File: config.mk
export PLATFORM = sky130hd
export DESIGN_NAME = button_press_classifier
export DESIGN_NICKNAME = d
export VERILOG_FILES = /design/src/rtl/button_press_classifier.sv
export SDC_FILE = /design/constraint.sdc
export NUM_CORES = 1
export LEC_CHECK = 0
export CAP_MARGIN = 40
export CORE_ASPECT_RATIO = 0.75
export CORE_UTILIZATION = 59
export CTS_CLUSTER_SIZE = 10
export DETAILED_ROUTE_END_ITERATION = 6
export PLACE_DENSITY_LB_ADDON = 0.12
export REMOVE_ABC_BUFFERS = 1
export SKIP_LAST_GASP = 1
export SLEW_MARGIN = 10
export SYNTH_ARGS = -nofsm -noshare
export SYNTH_HDL_FRONTEND = slang
export SYNTH_SLANG_ARGS = --single-unit
File: constraint.sdc
create_clock -name clk -period 2.37 [get_ports clk]
set_clock_uncertainty 0.1 [all_clocks]
set_input_delay 0.237 -clock clk [delete_from_list [all_inputs] [get_ports clk]]
set_output_delay 0.237 -clock clk [all_outputs]
set_load 0.02 [all_outputs]
File: src/rtl/button_press_classifier.sv
// button_press_classifier
// Classifies a debounced button level into short, long and double press
// pulses. One clock domain, asynchronous active-high reset.
// Optional feature macro: DOUBLE_PRESS_EN. When it is undefined, the
// double-press detection states are not built, a release before the long
// threshold yields short_press directly, and double_press stays 0.
// Timing reference: an "edge" is the rising clk edge that samples a change
// on db. A pulse registered at that edge is visible in the cycle after it.
module button_press_classifier #(
  parameter int LONG_TICKS = 50_000_000,
  parameter int GAP_TICKS  = 25_000_000
) (
  input  logic clk,
  input  logic reset,
  input  logic db,
  output logic short_press,
  output logic long_press,
  output logic double_press,
  output logic busy
);

  // The timer holds (edges since state entry - 1), so a threshold of N
  // cycles is met when the timer reaches N-1.
  localparam logic [26:0] LONG_LAST = 27'(LONG_TICKS - 1);
`ifdef DOUBLE_PRESS_EN
  localparam logic [26:0] GAP_LAST  = 27'(GAP_TICKS - 1);
`endif
  localparam logic [26:0] TIMER_MAX = 27'h7FF_FFFF;

  typedef enum logic [2:0] {
    IDLE           = 3'd0,
    PRESSED        = 3'd1,
`ifdef DOUBLE_PRESS_EN
    LONG_HELD      = 3'd2,
    WAIT_SECOND    = 3'd3,
    SECOND_PRESSED = 3'd4
`else
    LONG_HELD      = 3'd2
`endif
  } state_t;

  state_t      state;
  state_t      state_next;
  logic [26:0] timer;
  logic        db_q;
  logic        rise;
  logic        fall;
  logic        short_next;
  logic        long_next;
  logic        double_next;

  assign rise = db & ~db_q;
  assign fall = ~db & db_q;

  // Previous db sample; resets high so a button held through reset is not a press.
  always_ff @(posedge clk or posedge reset) begin
    if (reset) begin
      db_q <= 1'b1;
    end else begin
      db_q <= db;
    end
  end

  // State register plus the shared saturating timer, cleared on every state change.
  always_ff @(posedge clk or posedge reset) begin
    if (reset) begin
      state <= IDLE;
      timer <= 27'd0;
    end else begin
      state <= state_next;
      if (state_next != state) begin
        timer <= 27'd0;
      end else if (timer != TIMER_MAX) begin
        timer <= timer + 27'd1;
      end else begin
        timer <= timer;
      end
    end
  end

  // Registered pulse outputs and busy flag, all derived from the next state.
  always_ff @(posedge clk or posedge reset) begin
    if (reset) begin
      short_press  <= 1'b0;
      long_press   <= 1'b0;
      double_press <= 1'b0;
      busy         <= 1'b0;
    end else begin
      short_press  <= short_next;
      long_press   <= long_next;
      double_press <= double_next;
      busy         <= (state_next != IDLE);
    end
  end

  // Next-state and pulse decode; at most one pulse is requested per cycle.
  always_comb begin
    state_next  = state;
    short_next  = 1'b0;
    long_next   = 1'b0;
    double_next = 1'b0;
    case (state)
      IDLE: begin
        if (rise) begin
          state_next = PRESSED;
        end else begin
          state_next = IDLE;
        end
      end
      PRESSED: begin
        if (db && (timer >= LONG_LAST)) begin
          long_next  = 1'b1;
          state_next = LONG_HELD;
        end else if (fall) begin
`ifdef DOUBLE_PRESS_EN
          state_next = WAIT_SECOND;
`else
          short_next = 1'b1;
          state_next = IDLE;
`endif
        end else begin
          state_next = PRESSED;
        end
      end
      LONG_HELD: begin
        if (fall) begin
          state_next = IDLE;
        end else begin
          state_next = LONG_HELD;
        end
      end
`ifdef DOUBLE_PRESS_EN
      WAIT_SECOND: begin
        // A re-press on the timeout cycle still counts as the second press.
        if (rise) begin
          state_next = SECOND_PRESSED;
        end else if (timer >= GAP_LAST) begin
          short_next = 1'b1;
          state_next = IDLE;
        end else begin
          state_next = WAIT_SECOND;
        end
      end
      SECOND_PRESSED: begin
        if (fall) begin
          double_next = 1'b1;
          state_next  = IDLE;
        end else begin
          state_next = SECOND_PRESSED;
        end
      end
`endif
      default: begin
        state_next = IDLE;
      end
    endcase
  end

endmodule

==> reports/results.ini, run 1 <==
[status]
run_status = completed

[cts]
cts_tree = done
clock_latency_ns = 0.29
htree_levels = 2
cts.root.buffer_cell = clkbuf_8
cts_setup_buffers = 0
clock_tree.buffer_depth = 2
clkSinkCount = 33
cts.hold.buffers_added = 0
cts.clk_slew.worst_paths_ns = 0.07
cts-buffers-inserted = 5
cts_resized = 0

[logic_synthesis]
synth_area_per_cell_sq_um = 9.53
synthesis.yosys.warnings = 0
synth-edff-count = 0
synthDominantAreaCellType = dfrtp_1
asyncSetResetFlopFracSynth_pct = 100
synth_common_cells = nor2_1 (36), dfrtp_1 (32), xor2_1 (14)
synth.yosys.seq_area_share_pct = 46.4
ys_ff_latch = 33
area_share_of_the_leading_cell_type_in_the_synthesized_netlist_pct = 44.9
ys_types = 38
synthFlopType = dfrtp_1
most_frequent_cell_after_synthesis = nor2_1
synth.top_cells.by_area = dfrtp_1 (45%), nor2_1 (7.6%), xor2_1 (6.9%)
netlist_area_sq_um = 1780
synth_cells = 187

[drt]
first_iter_violations = 165
antenna_violating_nets_post_route = 0
routed_wl_um = 3800
remaining_drc_errors = 0
route.detailed.vias_per_inst = 6.27
vias = 1461
wl_per_cell_um = 16.3
firstDrtPassIters = 4

[floorplan]
design.die.area_sq_um = 3250
die_w_um = 65.5
floorplan.initialDensity_pct = 65.0
die_h_um = 49.6
ioPinCount = 7
std_cell_rows = 16
floorplan.core_area_sq_um = 2740

[setup_path]
cp_num_cells = 8
cpMaxStageDelayCell = dfrtp_1
worst_setup_path_start_kind = flop
worst_setup_path_startpoint = timer[1]
crit-reg2reg-launch = timer[1]
worst-r2r-setup-slack_ns = 0.11
critical-path-top-delay-family = compound AO/OA/AOI/OAI gates
timing.critical_path.required_ns = 2.46
worst-path-max-fanout = 27
crit_chain = ha_1, a21oi_1, nor2_1, a221oi_4, nor2_2, a311o_1, buf_4, a311oi_2
worst-endpoint-arrival_ns = 2.35
timing.setup.critical_path_class = reg -> reg
r2r-end = timer[20]
crit_path_end_kind = flop
endpoint = timer[20]
critical_path.n_buffers_inverters = 1
max_stage_delay_ns = 0.43
rr_worst_depth = 8

[timing]
timing.final.max_slew_violations = 0
total_setup_violations_reported_at_the_end_of_the_flow = 0
finalCritPeriodShare_pct = 95.2
max_clock_freq_mhz = 443
hold_slack_ns = 0.245
worst_margin_slew_ns = 0.595
totalNegativeSetupSlack_ns = 0
postLayoutSetupSlackWorst_ns = 0.114
finalCriticalPeriod_ns = 2.26
final_hold_viol_count = 0
unrepaired_setup_endpoints_after_global_routing = false
slew_headroom_pct = 60.0

[power]
switching_share_pct = 26.7
power.sequential.fraction_pct = 46.9
share_comb_of_total_power_pct = 14.1
cellInternalPower_mw = 1.02
power.density_nw_per_um2 = 701
power_switching_uw = 371
vdd_drop_max_uv = 473
leak_nw = 0.849
clock_power_share_pct = 39.0
power_mw = 1.39

[placed_design]
placed_cell_area_sq_um = 1850
placement.setup.worst_slack_ns = 0.140
numPlacedInstances = 225
place_congestion = 0.840
dp_hpwl_um = 2610
port_buf_inserts = 5

[grt]
grt.overflow.total = 0
antenna_found_initial = 0
track_usage_pct = 26.8
first_pass_grt_wire_length_um = 6400
first_global_vias = 1402
pin_count_of_the_biggest_net_entering_global_routing = 34

[cells_and_area]
final_core_utilization_pct = 72.4
antenna-diode-count = 0
layoutNonFillerInstCount = 233
final_stage_net_count = 200
final_layout_size_suffix_gt1_share_pct = 10.7
final_area_sq_um = 1980
syn_to_final_growth_pct = 11.3

[hold_path]
type_of_the_tightest_min_delay_check = in -> async

[run]
timing.max_cap.violations = 0

==> registers in the layout (all words and copies together), names as in the netlist <==
name	flops
short_press	1
timer	27
busy	1
long_press	1
state	2
db_q	1
==> worst min path at each step <==
stage	start	end	slack (ns)	cells after the start
3_5_place_dp	timer[22]	timer[22]	0.46	2
6_report	reset	timer[26]	0.25	3
4_1_cts	reset	timer[0]	0.26	3
3_3_place_gp	timer[15]	timer[15]	0.44	2
5_1_grt	reset	timer[26]	0.28	3
2_1_floorplan	db	db_q	0.14	0
==> cell type report <==
cell class,instances,area [sq um]
Sequential cell,33,827
Clock inverter,1,30.0
Timing Repair Buffer,10,87.6
Inverter,3,11.3
Tap cell,36,45.0
Multi-Input combinational cell,143,897
Fill cell,198,758
Clock buffer,7,86.3
==> cells in the final DEF (no fill, tap or decap), drive strengths merged, types with 2 or more instances in the layout <==
master and n:
nor4b 2, xor2 14, a211oi 2, and4 6
nor3b 2, clkdlybuf4s50 5, nor2 39, a311oi 2
nor3 6, xnor2 5, nand3 10, clkbuf 7
and3 6, a21oi 5, buf 5, dfrtp 32
o21ai 2, inv 3, nor4 3, nand4 13
nand2 11
==> worst register-to-register path, stage by stage, from the launching register on <==
cell and delay (ns):
dfrtp_1 0.43, ha_1 0.22, a21oi_1 0.12, nor2_1 0.08, a221oi_4 0.31, nor2_2 0.08, a311o_1 0.35, buf_4 0.23
a311oi_2 0.23
==> cell families after synthesis <==
kind of cell / count (synthesis) / share of synthesized area [%]
AO/OA/AOI/OAI: 19 / 9.26
multiplexers: 1 / 0.561
AND/OR/NAND/NOR: 102 / 29.3
adder cells (fa/ha/maj): 1 / 0.702
buffers and inverters: 11 / 4.21
flip-flops: 33 / 46.4
other: 1 / 0.210
XOR/XNOR: 19 / 9.33
==> power by group through the flow <==
stage	Sequential [mW]	Clock, mW	Combinational [mW]
final	0.653	0.543	0.196
after global routing	0.657	0.577	0.219
after CTS	0.650	0.549	0.193
after detailed placement	0.660	0	0.190
after global placement	0.654	0	0.178
after floorplan	0.656	0	0.115
==> layer usage <==
layer  track usage [%]  wire (um)
met1              36.3       1820
met2              41.1       1790
met3              6.94        131
met4              10.1         61
met5                 0          0
Note: power is estimated with default switching activity, not from simulation.
==> inputs of run 2 (changes only) <==
CAP_MARGIN = default   (was 40)
==> results of run 2 <==
No change in the layout: final DEF, timing and power equal those of run 1.
==> inputs of run 3 (changes only) <==
ABC_AREA = 1   (was default)
CORE_UTILIZATION = 60   (was 59)
DONT_BUFFER_PORTS = 1   (was default)
PLACE_DENSITY = 0.81   (was default)
PLACE_DENSITY_LB_ADDON = default   (was 0.12)
==> reports/results.ini, run 3 <==
[timing]
totalNegativeSetupSlack_ns = 0
unrepaired_setup_endpoints_after_global_routing = false
finalCriticalPeriod_ns = 2.10
max_clock_freq_mhz = 475
timing.final.max_slew_violations = 0
final_hold_viol_count = 0
total_setup_violations_reported_at_the_end_of_the_flow = 0
finalCritPeriodShare_pct = 88.7

[setup_path]
timing.setup.critical_path_class = reg -> reg
r2r-end = timer[18]
critical-path-top-delay-family = simple AND/OR/NAND/NOR gates
cpMaxStageDelayCell = dfrtp_1
critical_path.n_buffers_inverters = 0
timing.critical_path.required_ns = 2.43
worst_setup_path_start_kind = flop
crit_chain = ha_1, nand3_1, nor2_4, nand3_1, nor2_1, nand4_2, nand2_1, xor2_1, nor2_2
worst-path-max-fanout = 7
worst-endpoint-arrival_ns = 2.17
crit_path_end_kind = flop
crit-reg2reg-launch = timer[1]
worst_path_most_repeated_cell = nand3_1
max_stage_delay_ns = 0.38
rr_worst_depth = 9
worst-r2r-setup-slack_ns = 0.27

[drt]
routed_wl_um = 4570
antenna_violating_nets_post_route = 0
route.detailed.vias_per_inst = 5.49
firstDrtPassIters = 5
vias = 1832
remaining_drc_errors = 0
wl_per_cell_um = 13.7
first_iter_violations = 168

[power]
vdd_drop_max_uv = 481
leak_nw = 1.06
power.density_nw_per_um2 = 555

[logic_synthesis]
ys_ff_latch = 33
synth_common_cells = nand2_1 (66), nor2_1 (47), inv_1 (37)
synth_simple_gate_area_share_pct = 42.4
synthesis.yosys.warnings = 0
synth_area_per_cell_sq_um = 7.31
adder_cell_area_share_of_the_yosys_netlist_pct = 0.598
synth_cells = 286
synthFlopType = dfrtp_1
synth.yosys.seq_area_share_pct = 39.5
ys_types = 34
synthDominantAreaCellType = dfrtp_1
synth_xor_area_share_pct = 3.35
most_frequent_cell_after_synthesis = nand2_1
synth.top_cells.by_area = dfrtp_1 (38%), nand2_1 (12%), nor2_1 (8.4%)
asyncSetResetFlopFracSynth_pct = 100
area_share_of_the_leading_cell_type_in_the_synthesized_netlist_pct = 38.3
synth-edff-count = 0
muxShareOfSynthArea_pct = 0.478
synth_top_family_by_area = simple AND/OR/NAND/NOR gates
synth_compound_gate_area_share_pct = 4.13
netlist_area_sq_um = 2090

[cells_and_area]
largest_registers_in_the_final_layout = timer (27), state (2)
largest_register_ff_count = 27
most_frequent_cells_in_the_layout = nand2_1 (66), nor2_1 (47), inv_1 (37)
antenna-diode-count = 0
registers.top_by_ff_count = timer
final_core_utilization_pct = 67.6
final_common_cell = nand2_1
final_stage_net_count = 297
syn_to_final_growth_pct = 6.94
final_layout_size_suffix_gt1_share_pct = 15.0

[floorplan]
std_cell_rows = 18
floorplan.core_area_sq_um = 3310
ioPinCount = 7
design.die.area_sq_um = 3730
die_w_um = 70.2
floorplan.initialDensity_pct = 63.2
die_h_um = 53.1

[grt]
antenna_found_initial = 0
track_usage_pct = 26.9
first_global_vias = 1500
pin_count_of_the_biggest_net_entering_global_routing = 34
grt.overflow.total = 0
first_pass_grt_wire_length_um = 7430

[cts]
cts_tree = done
cts_resized = 0
clock_tree.buffer_depth = 2
htree_levels = 2
cts.root.buffer_cell = clkbuf_8
cts-buffers-inserted = 5
clkSinkCount = 33
cts.clk_slew.worst_paths_ns = 0.07
clock_latency_ns = 0.28

[placed_design]
dp_hpwl_um = 3480
place_congestion = 0.956
port_buf_inserts = 0

[hold_path]
holdPathStages = 3
hold_start = db
type_of_the_tightest_min_delay_check = in -> reg
timing.hold.worst_endpoint = short_press

[run]
timing.max_cap.violations = 0

[status]
run_status = completed

[run 3: metrics by stage]
step | cells | power [mW] | setup slack (ns) | hold WS, ns | area [sq um]
6_report | 334 | 1.24 | 0.267 | 0.0314 | 2240
5_1_grt | 334 | 1.30 | 0.132 | 0.0551 | 2240
4_1_cts | 334 | 1.25 | 0.281 | 0.0308 | 2240
3_5_place_dp | 324 | 0.788 | 0.342 | 0.141 | 2120
3_3_place_gp | 324 | 0.784 | 0.311 | 0.137 | 2120
2_1_floorplan | 282 | 0.754 | 0.645 | 0.141 | 2050
[run 3: tightest hold or removal path, cell delays in order]
cell and delay [ns]:
nor2_1 0.03, inv_1 0.07, nor2_1 0.04
[run 3: layout make-up]
class,instances,area (sq um)
Sequential cell,33,827
Timing Repair Buffer,4,35.0
Fill cell,275,1070
Inverter,41,154
Clock buffer,7,96.3
Clock inverter,1,5.00
Tap cell,40,50.0
Multi-Input combinational cell,208,1070
[run 3: cells by family after synthesis]
family | after synthesis
XOR/XNOR | 8
other | 1
AO/OA/AOI/OAI | 16
multiplexers | 1
adder cells (fa/ha/maj) | 1
flip-flops | 33
buffers and inverters | 45
AND/OR/NAND/NOR | 181
[run 3: worst max-delay path by stage]
stage	start	end	slack [ns]	depth (start not counted)
global placement	timer[1]	timer[18]	0.31	9
floorplan	timer[1]	timer[10]	0.64	12
detailed placement	timer[1]	timer[18]	0.34	9
finish	timer[1]	timer[18]	0.27	9
global route	timer[1]	timer[18]	0.13	9
CTS	timer[1]	timer[18]	0.28	9
[run 3: timing repair]
item / 4_1_cts / 5_1_grt
hold buffers: 2 / 0
endpoints found under the hold margin: 34 / 0
buffers inserted: 0 / 0
[run 3: metal layers]
metal | part of all wire [%] | GRT usage (%) | vias up | routed length [um]
li1 | - | - | 910 | -
met1 | 53 | 44.2 | 840 | 2400
met2 | 37 | 34.3 | 78 | 1710
met3 | 9.2 | 5.71 | 4 | 421
met4 | 0.77 | 6.00 | 0 | 35
met5 | 0 | 0 | - | 0
[run 3: where the power goes]
part / internal, mW / total, mW / switching (mW)
Clock: 0.262 / 0.461 / 0.199
Sequential: 0.595 / 0.625 / 0.0298
Combinational: 0.0481 / 0.156 / 0.108
Total: 0.906 / 1.24 / 0.337
